--- src/rtl/dmem_access_ctrl.sv ---
// Byte-beat sequencer/arbiter for a single-port byte-wide data memory shared by core and debug.
// Define DMEM_BOUNDS_CHECK_EN to suppress and flag accesses that run past MEM_BYTES.
module dmem_access_ctrl #(
  parameter int unsigned MEM_BYTES = 128,
  parameter int unsigned ADDR_W    = 32
) (
  input  logic              clk,
  input  logic              rst,
  input  logic              core_req,
  input  logic              core_we,
  input  logic [1:0]        core_size,
  input  logic              core_unsigned,
  input  logic [ADDR_W-1:0] core_addr,
  input  logic [31:0]       core_wdata,
  output logic [31:0]       core_rdata,
  output logic              core_done,
  output logic              core_stall,
  input  logic              dbg_req,
  input  logic              dbg_we,
  input  logic [1:0]        dbg_size,
  input  logic              dbg_unsigned,
  input  logic [ADDR_W-1:0] dbg_addr,
  input  logic [31:0]       dbg_wdata,
  output logic [31:0]       dbg_rdata,
  output logic              dbg_done,
  output logic              mem_en,
  output logic              mem_we,
  output logic [ADDR_W-1:0] mem_addr,
  output logic [7:0]        mem_wdata,
  input  logic [7:0]        mem_rdata,
  output logic              err
);

  typedef enum logic [1:0] {StIdle, StBeat, StWait, StResp} state_e;

  state_e            state_q, state_d;
  logic              owner_q, owner_d;  // 1 = debug requester
  logic              we_q, we_d, uns_q, uns_d, oob_q, oob_d;
  logic              prio_dbg_q, prio_dbg_d;
  logic              cap_v_q, cap_v_d;
  logic [1:0]        size_q, size_d, k_q, k_d, last_k_q, last_k_d, cap_idx_q, cap_idx_d;
  logic [ADDR_W-1:0] addr_q, addr_d;
  logic [31:0]       wdata_q, wdata_d, buf_q, buf_d, result;
  logic [31:0]       core_rdata_q, core_rdata_d, dbg_rdata_q, dbg_rdata_d;
  logic              core_done_q, core_done_d, dbg_done_q, dbg_done_d, err_q, err_d;

  logic              grant_dbg, any_req, sel_we, sel_uns, sel_oob;
  logic [1:0]        sel_size, sel_last_k;
  logic [ADDR_W-1:0] sel_addr;
  logic [31:0]       sel_wdata;

  // On a tie the requester that was not served last wins; after reset the core wins.
  always_comb begin
    any_req   = core_req | dbg_req;
    grant_dbg = dbg_req & (~core_req | prio_dbg_q);
    sel_we    = grant_dbg ? dbg_we       : core_we;
    sel_uns   = grant_dbg ? dbg_unsigned : core_unsigned;
    sel_size  = grant_dbg ? dbg_size     : core_size;
    sel_addr  = grant_dbg ? dbg_addr     : core_addr;
    sel_wdata = grant_dbg ? dbg_wdata    : core_wdata;
    case (sel_size)
      2'b00:   sel_last_k = 2'd0;
      2'b01:   sel_last_k = 2'd1;
      default: sel_last_k = 2'd3;
    endcase
  end

`ifdef DMEM_BOUNDS_CHECK_EN
  logic [ADDR_W:0] sel_end;
  assign sel_end = {1'b0, sel_addr} + {{(ADDR_W-1){1'b0}}, sel_last_k};
  assign sel_oob = sel_end >= (ADDR_W+1)'(MEM_BYTES);
`else
  assign sel_oob = 1'b0;
`endif

  // Read byte of beat k arrives one cycle later; this capture overlaps the next beat.
  always_comb begin
    buf_d = buf_q;
    if (cap_v_q) buf_d[8*cap_idx_q +: 8] = mem_rdata;
  end

  always_comb begin
    case (size_q)
      2'b00:   result = {{24{~uns_q & buf_d[7]}}, buf_d[7:0]};
      2'b01:   result = {{16{~uns_q & buf_d[15]}}, buf_d[15:0]};
      default: result = buf_d;
    endcase
    if (we_q || oob_q) result = '0;
  end

  always_comb begin
    state_d      = state_q;
    owner_d      = owner_q;
    we_d         = we_q;
    uns_d        = uns_q;
    oob_d        = oob_q;
    size_d       = size_q;
    last_k_d     = last_k_q;
    addr_d       = addr_q;
    wdata_d      = wdata_q;
    k_d          = k_q;
    prio_dbg_d   = prio_dbg_q;
    cap_v_d      = 1'b0;
    cap_idx_d    = cap_idx_q;
    core_rdata_d = core_rdata_q;
    dbg_rdata_d  = dbg_rdata_q;
    core_done_d  = 1'b0;
    dbg_done_d   = 1'b0;
    err_d        = 1'b0;
    unique case (state_q)
      StIdle: begin
        if (any_req) begin
          owner_d    = grant_dbg;
          we_d       = sel_we;
          uns_d      = sel_uns;
          oob_d      = sel_oob;
          size_d     = sel_size;
          last_k_d   = sel_last_k;
          addr_d     = sel_addr;
          wdata_d    = sel_wdata;
          k_d        = 2'd0;
          prio_dbg_d = ~grant_dbg;
          if (grant_dbg) dbg_rdata_d = '0;
          else           core_rdata_d = '0;
          state_d    = StBeat;
        end
      end
      StBeat: begin
        cap_v_d   = ~we_q & ~oob_q;
        cap_idx_d = k_q;
        if (k_q == last_k_q) begin
          k_d     = 2'd0;
          state_d = StWait;
        end else begin
          k_d = k_q + 2'd1;
        end
      end
      StWait: begin
        state_d = StResp;
        err_d   = oob_q;
        if (owner_q) begin
          dbg_done_d  = 1'b1;
          dbg_rdata_d = result;
        end else begin
          core_done_d  = 1'b1;
          core_rdata_d = result;
        end
      end
      StResp:  state_d = StIdle;
      default: state_d = StIdle;
    endcase
  end

  always_comb begin
    mem_en    = 1'b0;
    mem_we    = 1'b0;
    mem_addr  = '0;
    mem_wdata = '0;
    if (state_q == StBeat) begin
      mem_en    = ~oob_q;
      mem_we    = we_q & ~oob_q;
      mem_addr  = (addr_q + ADDR_W'(k_q)) & ADDR_W'(MEM_BYTES - 1);
      mem_wdata = wdata_q[8*k_q +: 8];
    end
  end

  always_ff @(posedge clk) begin
    if (!rst) begin
      state_q      <= StIdle;
      owner_q      <= 1'b0;
      we_q         <= 1'b0;
      uns_q        <= 1'b0;
      oob_q        <= 1'b0;
      size_q       <= 2'd0;
      last_k_q     <= 2'd0;
      addr_q       <= '0;
      wdata_q      <= '0;
      k_q          <= 2'd0;
      prio_dbg_q   <= 1'b0;
      cap_v_q      <= 1'b0;
      cap_idx_q    <= 2'd0;
      buf_q        <= '0;
      core_rdata_q <= '0;
      dbg_rdata_q  <= '0;
      core_done_q  <= 1'b0;
      dbg_done_q   <= 1'b0;
      err_q        <= 1'b0;
    end else begin
      state_q      <= state_d;
      owner_q      <= owner_d;
      we_q         <= we_d;
      uns_q        <= uns_d;
      oob_q        <= oob_d;
      size_q       <= size_d;
      last_k_q     <= last_k_d;
      addr_q       <= addr_d;
      wdata_q      <= wdata_d;
      k_q          <= k_d;
      prio_dbg_q   <= prio_dbg_d;
      cap_v_q      <= cap_v_d;
      cap_idx_q    <= cap_idx_d;
      buf_q        <= buf_d;
      core_rdata_q <= core_rdata_d;
      dbg_rdata_q  <= dbg_rdata_d;
      core_done_q  <= core_done_d;
      dbg_done_q   <= dbg_done_d;
      err_q        <= err_d;
    end
  end

  assign core_rdata = core_rdata_q;
  assign core_done  = core_done_q;
  assign dbg_rdata  = dbg_rdata_q;
  assign dbg_done   = dbg_done_q;
  assign err        = err_q;
  assign core_stall = core_req & ~core_done_q;

endmodule

--- config.mk ---
export PLATFORM = sky130hd
export DESIGN_NAME = dmem_access_ctrl
export DESIGN_NICKNAME = d
export VERILOG_FILES = /design/src/rtl/dmem_access_ctrl.sv
export SDC_FILE = /design/constraint.sdc
export NUM_CORES = 1
export LEC_CHECK = 0
export ABC_AREA = 1
export CAP_MARGIN = 20
export CELL_PAD_IN_SITES_DETAIL_PLACEMENT = 0
export CELL_PAD_IN_SITES_GLOBAL_PLACEMENT = 1
export CORE_UTILIZATION = 28
export DETAILED_ROUTE_END_ITERATION = 7
export PLACE_DENSITY = 0.84
export SYNTH_ARGS = -nofsm -noshare
export SYNTH_HDL_FRONTEND = slang
export SYNTH_SLANG_ARGS = --single-unit
export TNS_END_PERCENT = 20
--- constraint.sdc ---
create_clock -name clk -period 3.97 [get_ports clk]
set_input_delay 0.397 -clock clk [delete_from_list [all_inputs] [get_ports clk]]
set_output_delay 0.397 -clock clk [all_outputs]
set_load 0.005 [all_outputs]
==> results.ini, run 1 <==
[setup_path]
r2r_setup_slack_ns = 1.52
critPathCaptureType = output pin
cpPeakStageDelay_ns = 0.76
arrival_ns = 2.81
worst-path-max-fanout = 13
critPathMostFrequentCell = a21oi_1
cp_data_required_time_ns = 3.57
cp_cell_sequence = clkinv_1 -> a21oi_1 -> o21ai_0 -> a21oi_1 -> clkdlybuf4s50_1
slowest_stage = dfxtp_1
critPathKind = flip-flop to output pin
critical_path_buf_inv_count = 2
startpoint_type = flip-flop
critPathTopFamily = buffers and inverters

[finish]
multiInputGateArea_um2 = 3250
num-fill-cells = 2591
area_growth_syn_to_layout_pct = 36.0
antenna-diode-count = 0
layout-drive-gt1-share_pct = 6.44
nets = 1281
stdcell_area_um2 = 9480
register_area_um2 = 3020

[sta]
slew_viol_final = 0
tightest_slew_ns = 0.929
setup_viol = 0
final.setup.tns_ns = 0
finalCritPeriodShare_pct = 80.7
grt_setup_unrepaired = false
max_freq_mhz = 312
hold_viol_final = 0
clock_skew_ns = 0.0156
slew_headroom_pct = 37.9
min_period_ns = 3.20

[clock_network]
clkTransAtPathRegs_ns = 0.06
cts_tree = done
cts_root_buf = clkbuf_16
cts_num_sinks = 151
cts.htree.levels = 4
clk_latency_ns = 0.43
post_cts_resized = 0
cts_buffer_depth = 2
cts_hold_buf = 0
post_cts_buffers = 0
numCtsBuffers = 17

[yosys]
yosysTopAreaCellShare_pct = 43.3
netlist_instances = 972
synth.distinct_cells = 33
seq_area_frac_synth_pct = 43.3
synth_commonest_cells = 215 x nand2_1, 151 x dfxtp_1, 134 x a21oi_1
yosys.area.top_type = dfxtp_1
ys_warn_count = 0
synth_edf_count = 0
ys_ff_latch = 151
syn_area_per_cell_um2 = 7.18
synth_most_common_cell = nand2_1
synth_area_leaders = dfxtp_1 43%, nand2_1 12%, a21oi_1 9.6%
syn_area_um2 = 6970
async_flop_share_pct = 0
ys.flop_type = dfxtp_1

[die]
dieWidth_um = 160
core_area_um2 = 24400
dieArea_um2 = 25500
start_util_pct = 28.6
io_pins = 258
fp.dieH_um = 160
fp-row-count = 57

[global_route]
track_usage_pct = 16.1
antenna_found_initial = 0
grt_pass1_wl_um = 32700
grt_overflow = 0
grt_max_degree = 55
grt_pass1_vias = 6375

[routing]
ant_nets = 0
drt-total-wl_um = 20400
route.detailed.wl_per_inst_um = 14.0
drcViolationCount = 0
drtPass1Iterations = 5
vias_per_cell = 4.55
drt_iter0_markers = 419
vias = 6631

[power]
switching_power_w = 0.00248
seqPwrFrac_pct = 33.5
powerDensity_nw_per_um2 = 666
power.share.clock_pct = 26.2
p_total_w = 0.00632
swShare_pct = 39.2
power_leakage_nw = 3.81
p_int_w = 0.00384
vdd_drop_max_uv = 277
power_frac_comb_pct = 40.3

[placement]
place.gp.congestion = 0.867
post_dp_cell_area_um2 = 8890
hpwlAfterDp_um = 14300
io_buffers = 181

[worst_hold_path]
hp-class = flip-flop to flip-flop

[status]
status = finished clean

[flow_run]
cap_violations = 0

-- per-layer routing --
metal,vias up,GRT usage (%),part of all wire (%),wire (um)
met5,-,0,0,0
met4,0,4.89,1.3,267
met3,17,4.55,7.0,1440
met2,215,27.5,48,9840
met1,2994,19.7,43,8840
li1,3405,-,-,-
-- flip-flops by register name (all words and copies together), names as in the netlist --
signal	flops
we_q	1
cap_v_q	1
owner_q	1
cap_idx_q	2
core_rdata	32
dbg_done	1
prio_dbg_q	1
dbg_rdata	32
addr_q	7
buf_q	32
uns_q	1
core_done	1
state_q	2
wdata_q	32
k_q	2
size_q	2
last_k_q	1
-- worst paths after layout --
path / start / to / cells past startpoint
worst max-delay path: k_q[1] / mem_wdata[2] / 5
worst min-delay path: size_q[0] / size_q[0] / 2
worst max register to register: state_q[0] / wdata_q[0] / 9
worst min register to register: size_q[0] / size_q[0] / 2
-- area by class of cell --
type	instances	share of cell area (%)
multi-input combinational	673	34.3
sequential	151	31.9
timing repair buffer	187	19.7
clock buffer	18	4.53
tap	324	4.27
inverter	92	3.64
clock inverter	13	1.72
-- power by group through the flow --
stage	Clock, W	Combinational, W	Sequential (W)
2_1_floorplan	0	0.00174	0.00207
3_3_place_gp	0	0.00252	0.00215
3_5_place_dp	0	0.00256	0.00215
4_1_cts	0.00169	0.00257	0.00212
5_1_grt	0.00176	0.00287	0.00216
6_report	0.00166	0.00255	0.00212
-- logic make-up after synthesis --
group / Yosys count / share of synthesized area (%)
flops: 151 / 43.3
other cells: 1 / 0.0538
xor+xnor: 3 / 0.377
simple gates: 359 / 21.2
buf+inv: 173 / 11.6
fa+ha+maj: 11 / 2.08
compound gates: 274 / 21.3
-- worst register-to-register path: stages, from the launching register on --
cell and delay, ns:
dfxtp_1 0.33, inv_1 0.08, ha_1 0.32, inv_2 0.08, nor2_4 0.32, inv_2 0.40
nor2_2 0.17, buf_4 0.38, nand2_1 0.14, a31oi_1 0.17
-- per-stage QoR --
stage | util [%] | hold WS, ns | cells | setup WS [ns]
6_report | 38.9 | 0.465 | 1458 | 0.766
5_1_grt | 38.9 | 0.486 | 1458 | 0.503
4_1_cts | 38.9 | 0.469 | 1458 | 0.729
3_5_place_dp | 36.5 | 0.458 | 1427 | 1.21
3_3_place_gp | 36.5 | 0.457 | 1427 | 1.26
2_1_floorplan | - | 0.441 | 997 | 2.12
-- cell usage in the layout (no fill, tap or decap), types with 3 or more instances in the layout --
master / instances
dfxtp_1: 151
clkinv_4: 3
o21bai_1: 25
clkbuf_16: 17
o22ai_1: 7
inv_1: 76
o21ai_1: 8
nand2_1: 215
inv_6: 4
conb_1: 26
ha_1: 10
inv_2: 10
nand3_1: 38
a31oi_1: 24
o21ai_0: 71
nand2_2: 15
clkdlybuf4s50_1: 181
nor2_2: 5
buf_4: 5
a21oi_1: 134
clkinv_1: 6
inv_8: 3
nor2_4: 4
nor2_1: 79
No activity file was read; power rests on OpenSTA's default activity.
==> inputs of run 2 (changes only) <==
==> constraint.sdc (replaced) <==
create_clock -name clk -period 3.35 [get_ports clk]
set_input_delay 0.335 -clock clk [delete_from_list [all_inputs] [get_ports clk]]
set_output_delay 0.335 -clock clk [all_outputs]
set_load 0.005 [all_outputs]
==> run 2 against run 1 <==
Compared with the run above:
- clock skew shrank 0.0057 ns
- wire length grew 0.12%
- global-route usage increased by 0.17 points
- sequential cell count is the same
- critical endpoint is now mem_wdata[0]
- die area unchanged
- largest power group unchanged
- highest routed layer unchanged
==> results.ini, run 2 (same netlist as run 1, synthesis figures left out) <==
[status]
status = finished clean

[routing]
vias = 6631
drcViolationCount = 0
drt-total-wl_um = 20400
route.detailed.wl_per_inst_um = 13.9
drtPass1Iterations = 5
ant_nets = 0
drt_iter0_markers = 446
vias_per_cell = 4.53

[clock_network]
cts_buffer_depth = 2
cts_num_sinks = 151
cts.htree.levels = 4
cts_root_buf = clkbuf_16
numCtsBuffers = 17
clkTransAtPathRegs_ns = 0.07
cts_hold_buf = 0
post_cts_buffers = 0
clk_latency_ns = 0.43
post_cts_resized = 0
cts_tree = done

[setup_path]
critPathKind = flip-flop to output pin
critPathCaptureType = output pin
startpoint_type = flip-flop
r2r_setup_slack_ns = 1.10
worst-path-max-fanout = 13
cp_data_required_time_ns = 3.01
arrival_ns = 2.70

[sta]
tightest_slew_ns = 0.692
timing.final.ws_setup_ns = 0.315
hold_viol_final = 0
grt_setup_unrepaired = false
finalCritPeriodShare_pct = 90.6
final.setup.tns_ns = 0
max_freq_mhz = 329
slew_viol_final = 0
min_period_ns = 3.04
clock_skew_ns = 0.00990
setup_viol = 0
slew_headroom_pct = 53.8
fin_hold_ws_ns = 0.467

[placement]
place.gp.congestion = 0.851
post_dp_cell_area_um2 = 8920
io_buffers = 181
hpwlAfterDp_um = 14500
post-place-ws_ns = 0.753

[die]
io_pins = 258
core_area_um2 = 24400
start_util_pct = 28.6
fp-row-count = 57
dieWidth_um = 160
fp.dieH_um = 160
dieArea_um2 = 25500

[global_route]
grt_max_degree = 58
track_usage_pct = 16.3
antenna_found_initial = 0
grt_pass1_wl_um = 33100
grt_pass1_vias = 6424
grt_overflow = 0

[finish]
final_cell_mix = 215 x nand2_1, 181 x clkdlybuf4s50_1, 151 x dfxtp_1
final_common_cell = nand2_1
antenna-diode-count = 0
layout-drive-gt1-share_pct = 7.02
nets = 1286
area_growth_syn_to_layout_pct = 35.8
num-fill-cells = 2596
stdcell_area_um2 = 9470

[power]
power_leakage_nw = 3.81
vdd_drop_max_uv = 431
powerDensity_nw_per_um2 = 780

[flow_run]
cap_violations = 0

[worst_hold_path]
hp-class = input port to flip-flop

run 2: routing by layer:
layer	routed length, um	global-route usage [%]	part of all wire (%)	vias up
met1	8930	20.0	44	2987
met4	269	5.11	1.3	0
met3	1310	4.36	6.4	19
li1	-	-	-	3420
met5	0	0	0	-
met2	9900	27.7	48	205
run 2: final timing paths:
path | from | endpoint | cells past startpoint
setup reg to reg | cap_idx_q[0] | dbg_rdata[31] | 9
hold reg to reg | size_q[0] | size_q[0] | 2
setup / recovery | k_q[1] | mem_wdata[0] | 5
hold / removal | dbg_wdata[9] | wdata_q[9] | 3
run 2: per-stage QoR:
| step | power [W] | std cells | util (%) |
|---|---|---|---|
| finish | 0.00739 | 1464 | 38.8 |
| global route | 0.00798 | 1464 | 38.8 |
| CTS | 0.00748 | 1464 | 38.8 |
| detailed placement | 0.00561 | 1432 | 36.6 |
| global placement | 0.00556 | 1432 | 36.6 |
| floorplan | 0.00452 | 997 | - |
run 2: critical path, stage by stage, from the launching register on:
cell and delay (ns):
dfxtp_1 0.70, clkinv_1 0.45, nor2_1 0.17, o21ai_0 0.11, a21oi_1 0.28, clkdlybuf4s50_1 0.56
run 2: final cells by class:
class	count	area (um2)	area share [%]
clock buffers	17	425	4.49
clock inverters	15	131	1.39
inverters	92	345	3.65
multi-input cells	673	3250	34.3
flip-flops and latches	151	3020	31.9
well taps	324	405	4.28
repair buffers	192	1890	20.0
run 2: where the power goes:
group	switching (W)	internal (W)
combinational	0.00185	0.00122
clock	0.000864	0.000978
sequential	0.000248	0.00222
